**src/rtl/dmem_arbiter_pkg.sv**
```systemverilog
// Shared types for the data-memory arbiter and the requesters that sit in front of it.
// A request payload is carried at the widest supported address width and trimmed at the memory port.
package dmem_arbiter_pkg;

  localparam int unsigned MEM_ADDR_W_MAX = 32;

  // The state encoding is one-hot on the grant states, so the grant vector is read straight off the state.
  typedef enum logic [1:0] {
    ARB_IDLE = 2'b00,
    ARB_GNT0 = 2'b01,
    ARB_GNT1 = 2'b10
  } arb_state_e;

  typedef struct packed {
    logic [MEM_ADDR_W_MAX-1:0] addr;
    logic [31:0]               wdata;
    logic [3:0]                bmask;
    logic                      wren;
  } mem_req_t;

  function automatic mem_req_t make_req(
    input logic [MEM_ADDR_W_MAX-1:0] addr,
    input logic [31:0]               wdata,
    input logic [3:0]                bmask,
    input logic                      wren
  );
    mem_req_t r;
    r.addr  = addr;
    r.wdata = wdata;
    r.bmask = bmask;
    r.wren  = wren;
    return r;
  endfunction

endpackage

```
**src/rtl/dmem_arbiter.sv**
```systemverilog
// Round-robin arbiter sharing the data memory's valid/ready port between the LSU (P0) and a
// secondary master (P1), with an optional bounded lock for short atomic sequences.
module dmem_arbiter
  import dmem_arbiter_pkg::*;
#(
  parameter int LOCK_MAX = 4,
  parameter int ADDR_W   = 18
) (
  input  logic              i_clk,
  input  logic              i_rst_n,

  input  logic              i_P0_VALID,
  output logic              o_P0_READY,
  input  logic [ADDR_W-1:0] i_P0_ADDR,
  input  logic [31:0]       i_P0_WDATA,
  input  logic [3:0]        i_P0_BMASK,
  input  logic              i_P0_WREN,
  input  logic              i_P0_LOCK,
  output logic [31:0]       o_P0_RDATA,

  input  logic              i_P1_VALID,
  output logic              o_P1_READY,
  input  logic [ADDR_W-1:0] i_P1_ADDR,
  input  logic [31:0]       i_P1_WDATA,
  input  logic [3:0]        i_P1_BMASK,
  input  logic              i_P1_WREN,
  input  logic              i_P1_LOCK,
  output logic [31:0]       o_P1_RDATA,

  output logic              o_VALID,
  input  logic              i_READY,
  output logic [ADDR_W-1:0] o_ADDR,
  output logic [31:0]       o_WDATA,
  output logic [3:0]        o_BMASK,
  output logic              o_WREN,
  input  logic [31:0]       i_RDATA,

  output logic [1:0]        o_GNT,
  output logic              o_BUSY
);

  localparam int LCW = $clog2(LOCK_MAX + 1);

  arb_state_e     state_q, state_d;
  logic           last_gnt_q, last_gnt_d;
  logic [LCW-1:0] lock_cnt_q, lock_cnt_d;

  mem_req_t p0_req, p1_req, sel_req;
  logic     gnt_valid, gnt_lock, handshake, budget_left;

  assign p0_req = make_req(MEM_ADDR_W_MAX'(i_P0_ADDR), i_P0_WDATA, i_P0_BMASK, i_P0_WREN);
  assign p1_req = make_req(MEM_ADDR_W_MAX'(i_P1_ADDR), i_P1_WDATA, i_P1_BMASK, i_P1_WREN);

  // View of the currently granted port's valid and lock request.
  always_comb begin
    gnt_valid = 1'b0;
    gnt_lock  = 1'b0;
    unique case (state_q)
      ARB_GNT0: begin
        gnt_valid = i_P0_VALID;
        gnt_lock  = i_P0_LOCK;
      end
      ARB_GNT1: begin
        gnt_valid = i_P1_VALID;
        gnt_lock  = i_P1_LOCK;
      end
      default: ;
    endcase
  end

  assign handshake   = gnt_valid & i_READY;
  assign budget_left = (lock_cnt_q + LCW'(1)) < LCW'(LOCK_MAX);

  always_ff @(posedge i_clk) begin
    if (!i_rst_n) begin
      state_q    <= ARB_IDLE;
      last_gnt_q <= 1'b1;
      lock_cnt_q <= '0;
    end else begin
      state_q    <= state_d;
      last_gnt_q <= last_gnt_d;
      lock_cnt_q <= lock_cnt_d;
    end
  end

  // last_gnt_q names the port granted most recently; on a tie the other one wins.
  always_comb begin
    state_d    = state_q;
    last_gnt_d = last_gnt_q;
    lock_cnt_d = lock_cnt_q;
    unique case (state_q)
      ARB_IDLE: begin
        if (i_P0_VALID && (!i_P1_VALID || last_gnt_q)) begin
          state_d    = ARB_GNT0;
          last_gnt_d = 1'b0;
          lock_cnt_d = '0;
        end else if (i_P1_VALID) begin
          state_d    = ARB_GNT1;
          last_gnt_d = 1'b1;
          lock_cnt_d = '0;
        end
      end
      ARB_GNT0, ARB_GNT1: begin
        if (handshake) begin
          if (gnt_lock && budget_left) begin
            lock_cnt_d = lock_cnt_q + LCW'(1);
          end else begin
            state_d = ARB_IDLE;
          end
        end else if (!gnt_valid && !gnt_lock) begin
          state_d = ARB_IDLE;
        end
      end
      default: state_d = ARB_IDLE;
    endcase
  end

  // Memory-side request and per-port completion follow the grant; idle drives an all-zero payload.
  always_comb begin
    o_VALID    = 1'b0;
    o_P0_READY = 1'b0;
    o_P1_READY = 1'b0;
    sel_req    = '0;
    unique case (state_q)
      ARB_GNT0: begin
        o_VALID    = i_P0_VALID;
        o_P0_READY = i_READY & i_P0_VALID;
        sel_req    = p0_req;
      end
      ARB_GNT1: begin
        o_VALID    = i_P1_VALID;
        o_P1_READY = i_READY & i_P1_VALID;
        sel_req    = p1_req;
      end
      default: ;
    endcase
  end

  assign o_ADDR     = ADDR_W'(sel_req.addr);
  assign o_WDATA    = sel_req.wdata;
  assign o_BMASK    = sel_req.bmask;
  assign o_WREN     = sel_req.wren;

  assign o_P0_RDATA = i_RDATA;
  assign o_P1_RDATA = i_RDATA;

  assign o_GNT      = {state_q == ARB_GNT1, state_q == ARB_GNT0};
  assign o_BUSY     = (state_q != ARB_IDLE);

endmodule

```
**config.mk**
```make
export PLATFORM = sky130hd
export DESIGN_NAME = dmem_arbiter
export DESIGN_NICKNAME = d
export VERILOG_FILES = /design/src/rtl/dmem_arbiter_pkg.sv /design/src/rtl/dmem_arbiter.sv
export SDC_FILE = /design/constraint.sdc
export NUM_CORES = 1
export LEC_CHECK = 0
export ABC_AREA = 1
export CORE_AREA = 3 3 105 107
export CTS_CLUSTER_DIAMETER = 50
export DETAILED_ROUTE_END_ITERATION = 7
export DIE_AREA = 0 0 108 110
export PLACE_DENSITY_LB_ADDON = 0.2
export RECOVER_POWER = 100
export SETUP_SLACK_MARGIN = 0.3
export SLEW_MARGIN = 30
export SYNTH_ARGS = -nofsm -noshare
export SYNTH_HDL_FRONTEND = slang
export SYNTH_SLANG_ARGS = --single-unit
```
**constraint.sdc**
```tcl
create_clock -name i_clk -period 2.46 [get_ports i_clk]
set_clock_uncertainty 0.2 [all_clocks]
set_input_delay 0.615 -clock i_clk [delete_from_list [all_inputs] [get_ports i_clk]]
set_output_delay 0.615 -clock i_clk [all_outputs]
set_load 0.01 [all_outputs]
```
==> results of run 1 <==
[worst register-to-register path: stages (launching register included)]
cell and delay, ns:
dfxtp_4 0.33, buf_6 0.11, ha_4 0.18, buf_12 0.14, buf_6 0.11, buf_6 0.11, buf_6 0.11, nand2_1 0.06
nand2_1 0.07, nand3_1 0.14, nand2_1 0.11, nand2_1 0.12, nand2_1 0.06, nand2_1 0.05, nor2_1 0.03
[flip-flops by register name, summed over array words and instances, names as in the netlist]
register    flops
last_gnt_q      1
state_q         2
lock_cnt_q      3
[cell usage after synthesis, drive strengths merged]
cell type | n | share of area, %
inv | 12 | 2.6
o21ai | 2 | 0.58
a21oi | 60 | 18
or2 | 1 | 0.36
xnor2 | 1 | 0.50
nand3 | 6 | 2.3
dfxtp | 6 | 6.9
nor3 | 2 | 0.58
ha | 4 | 2.9
nor2 | 10 | 2.3
nand2 | 130 | 29
buf | 82 | 35
[where the power goes]
part / total, mW / internal, mW / switching [mW]
Combinational: 1.74 / 0.933 / 0.805
Clock: 0.154 / 0.106 / 0.0482
Sequential: 0.134 / 0.121 / 0.0139
Total: 2.03 / 1.16 / 0.867
[cell families after synthesis]
group	Yosys count
adders and majority gates	4
and+or+nand+nor	149
AOI/OAI and AO/OA	62
xor gates and xnor gates	1
buffers and inverters	94
DFF	6
[per-stage QoR]
stage               instance area, µm²  cells  hold slack, ns  power [mW]
floorplan                         1740    316           0.229       0.738
CTS                               3800    593           0.252        1.77
global route                      4350    608           0.292        2.16
global placement                  3250    565           0.241        1.13
detailed placement                3250    565           0.244        1.13
finish                            4350    608           0.250        2.03
[how the worst max path moves through the flow]
stage                   startpoint     endpoint  slack [ns]  cells past startpoint
floorplan               state_q[0]    o_ADDR[0]        0.32                      6
CTS                     state_q[1]  o_WDATA[14]        0.10                      8
detailed placement  i_P0_WDATA[13]  o_WDATA[13]       -0.32                      4
finish                  state_q[1]  o_WDATA[31]        0.07                      7
global placement    i_P0_WDATA[13]  o_WDATA[13]       -0.32                      4
global route            state_q[1]   o_BMASK[2]        0.02                      7
[cell type report]
class / instances / area, µm² / share of cell area, %
Timing Repair Buffer: 235 / 2450 / 56.5
Tap cell: 136 / 170 / 3.92
Inverter: 12 / 55.1 / 1.27
Sequential cell: 6 / 128 / 2.94
Clock buffer: 3 / 41.3 / 0.950
Multi-Input combinational cell: 216 / 1500 / 34.4
[per-layer routing]
layer / track usage, % / part of all wire, %
met1: 17.3 / 41
met2: 25.1 / 49
met4: 4.60 / 1.8
met5: 0 / 0
met3: 5.01 / 8.7
[timing repair]
action / in CTS / in global routing
setup endpoints to repair: 61 / 60
endpoints found under the hold margin: 0 / 0
pin swaps: 23 / 58
gates resized for setup: 336 / 114
cloned: 11 / 6
buffers inserted: 14 / 9
==> reports/results.ini, run 1 <==
[run_status]
status=complete, no violations

[global_route]
grt-ovfl-total=0
grt_pass1_wl_um=13400
antenna_found_initial=0
grt_max_degree=30
grt_pass1_vias=2398
track_usage_pct=14.7

[sta]
rsz0062_at_grt=true
max_slew_margin_pct=79.6
final.setup.tns_ns=0
setup-violations-final=0
clock.fmax_ghz=0.419
slew_violations=0
tightestPinTransition_ns=0.303
period_share_pct=97.1
final_critical_path_setup_slack_ns=0.0715
hold_viol_final=0
period_needed_ns=2.39

[finish]
drive_gt1_share_pct=43.6
syn_to_final_growth_pct=150
final_util_pct=42.5
final_cell_mix=clkdlybuf4s50_1, nand2_1, a21oi_2
nFillCells=1074
diodes=0
num-nets-final=627
layout_commonest_cell=clkdlybuf4s50_1

[placed_design]
dp_hpwl_um=6350
dp_slack_ns=-0.316
portBuffers=177
place_congestion=0.755

[clock_tree]
clk_latency_ns=0.23
path_clk_slew_ns=0.04
postCtsHoldBufs=0
cts_tree=done
clockBufferDepth=2
cts_sinks=6
cts_root_buf=clkbuf_8
htreeDepth=1
cts_buffers=3

[yosys]
ys_warn_count=0
syn-num-nets=469
synth_compound_area_share_pct=18.1
syn_avg_cell_area_um2=5.50
synth_xor_area_share_pct=0.504
muxShareOfSynthArea_pct=0
synth_seq_cells=6
synth_top_family_by_area=buffers and inverters
synth_fa_ha_area_share_pct=2.88
ys_seq_area_share_pct=6.92
syn_inst=316
synth.distinct_cells=19
synth_area_um2=1740
synthSimpleGateAreaFrac_pct=34.2

[setup_path]
crit_family=buffers and inverters
critPathRequiredTime_ns=1.64
critPathMaxStageDelay_ns=0.33
timing.rr.start=state_q[1]
rr_endpoint=lock_cnt_q[1]
cp_max_fo=14
worstSetupPathType=flip-flop to primary output
startpoint_type=flip-flop
worstSetupEndpointType=primary output
rrSetupSlack_ns=0.41
crit_arrival_ns=1.57
path_buf_inv=4
slowest_stage=dfxtp_4
worstRegToRegCells=14
path_cells=inv_1, ha_4, buf_12, clkbuf_16, nand2_1, a21oi_2, buf_2

[power_and_ir_drop]
vdd_drop_max_mv=0.167
power_leakage_nw=1.94
power_density_nw_per_um2=466

[floorplan]
initial_core_util_pct=17.0
die_area_um2=11900
io_pins=274
core_area_um2=10200
chipWidth_um=108
rows=37
die_y_um=110

[route]
routed_wl_um=10200
vias=2530
wl_per_cell_um=16.8
ant_nets=0
dr.pass1.iters=4
drtIter0Drc=67
drt_drc_violations_left=0
via_per_inst=4.16

[worst_hold_path]
min_to=lock_cnt_q[2]
hp-start=lock_cnt_q[2]
holdPathStages=2
hp-class=flip-flop to flip-flop

[job]
cap_violations=0

Power figures use the tool's default switching activity.
==> inputs of run 2 (changes only) <==
Settings changed: CTS_BUF_LIST set to sky130_fd_sc_hd__clkbuf_16.
==> reports/results.ini, run 2 (synthesis gave the netlist of run 1 again) <==
[run_status]
status=complete, no violations

[finish]
multi_input_area_um2=1490
fin_area_um2=4380
layout_commonest_cell=clkdlybuf4s50_1
top_register=lock_cnt_q
final_cell_mix=clkdlybuf4s50_1, nand2_1, a21oi_2
layout.area.seq_um2=128
reg_top3=lock_cnt_q x3, state_q x2, last_gnt_q x1
drive_gt1_share_pct=43.9
num-nets-final=627
final_util_pct=42.8
syn_to_final_growth_pct=152
nFillCells=1073
layout.cells.non_filler=608
largest_reg_flops=3
diodes=0

[route]
wl_per_cell_um=16.9
drt_drc_violations_left=0
vias=2528
drtIter0Drc=70
ant_nets=0
routed_wl_um=10300
dr.pass1.iters=4
via_per_inst=4.16

[power_and_ir_drop]
clkPwrFrac_pct=12.6
swShare_pct=41.1
power_density_nw_per_um2=490
seqPwrFrac_pct=6.3
vdd_drop_max_mv=0.222
p_sw_uw=881
total_power_mw=2.15
p_int_mw=1.26
combPwrFrac_pct=81.1
power_leakage_nw=1.94

[floorplan]
io_pins=274
initial_core_util_pct=17.0
die_y_um=110
rows=37
core_area_um2=10200
chipWidth_um=108
die_area_um2=11900

[clock_tree]
path_clk_slew_ns=0.04
cts_tree=done
cts_sinks=6
postCtsHoldBufs=0
cts_buffers=3
cts_root_buf=clkbuf_16
htreeDepth=1
clk_latency_ns=0.23
clockBufferDepth=2

[job]
cap_violations=0

[global_route]
track_usage_pct=14.6
grt_pass1_wl_um=13400
antenna_found_initial=0
grt_max_degree=30
grt_pass1_vias=2404
grt-ovfl-total=0

[sta]
setup-violations-final=0
period_needed_ns=2.39
final_critical_path_setup_slack_ns=0.0710
final.setup.tns_ns=0
slew_violations=0
whs_ns=0.250
clock.fmax_ghz=0.419
tightestPinTransition_ns=0.301
rsz0062_at_grt=true
max_slew_margin_pct=79.8
hold_viol_final=0
period_share_pct=97.1

[setup_path]
crit_arrival_ns=1.57
startpoint_type=flip-flop
critPathRequiredTime_ns=1.64
worstSetupEndpointType=primary output
cp_max_fo=14
worstSetupPathType=flip-flop to primary output

[placed_design]
portBuffers=177
dp_hpwl_um=6350
dp_slack_ns=-0.316
dpl.cell_count=565
post_dp_cell_area_um2=3250
place_congestion=0.755

[worst_hold_path]
hp-class=flip-flop to flip-flop

==> run 2: cell counts in the layout (fill, tap and decap cells not counted) <==
No cell type changed its count.
==> run 2: per-layer routing <==
layer	global-route usage (%)	part of all wire [%]	vias to the layer above
met2	24.9	48	136
met5	0	0	-
li1	-	-	1249
met1	17.3	41	1121
met4	5.05	2.1	0
met3	4.89	8.7	22
==> run 2: worst paths after layout <==
check | startpoint | endpoint | slack [ns] | cells past startpoint
worst max register to register | state_q[1] | lock_cnt_q[1] | 0.41 | 14
worst max-delay path | state_q[1] | o_WDATA[31] | 0.07 | 7
worst min register to register | lock_cnt_q[2] | lock_cnt_q[2] | 0.25 | 2
worst min-delay path | lock_cnt_q[2] | lock_cnt_q[2] | 0.25 | 2
==> run 2: final cells by class <==
type	count	area share, %
well taps	136	3.89
inverters	12	1.26
clock buffers	3	1.71
multi-input cells	216	34.1
repair buffers	235	56.1
flip-flops and latches	6	2.91
==> run 2: repair_timing <==
| item | CTS | global route |
|---|---|---|
| setup buffers | 14 | 9 |
| pin swaps | 23 | 57 |
| resized for setup | 336 | 115 |
| cloned | 11 | 6 |
| setup endpoints to repair | 61 | 60 |
==> run 2: worst max-delay path: stages (launching register included) <==
cell and delay [ns]:
dfxtp_4 0.33, inv_1 0.14, ha_4 0.20, buf_12 0.11, clkbuf_16 0.15, nand2_1 0.08, a21oi_2 0.16, buf_2 0.15
==> run 2: power groups by stage <==
stage / Sequential, mW / Combinational, mW / Clock [mW]
after floorplan: 0.130 / 0.608 / 0
after global placement: 0.133 / 1.00 / 0
after detailed placement: 0.134 / 1.00 / 0
after CTS: 0.135 / 1.47 / 0.270
after global routing: 0.141 / 1.86 / 0.278
final: 0.135 / 1.74 / 0.270
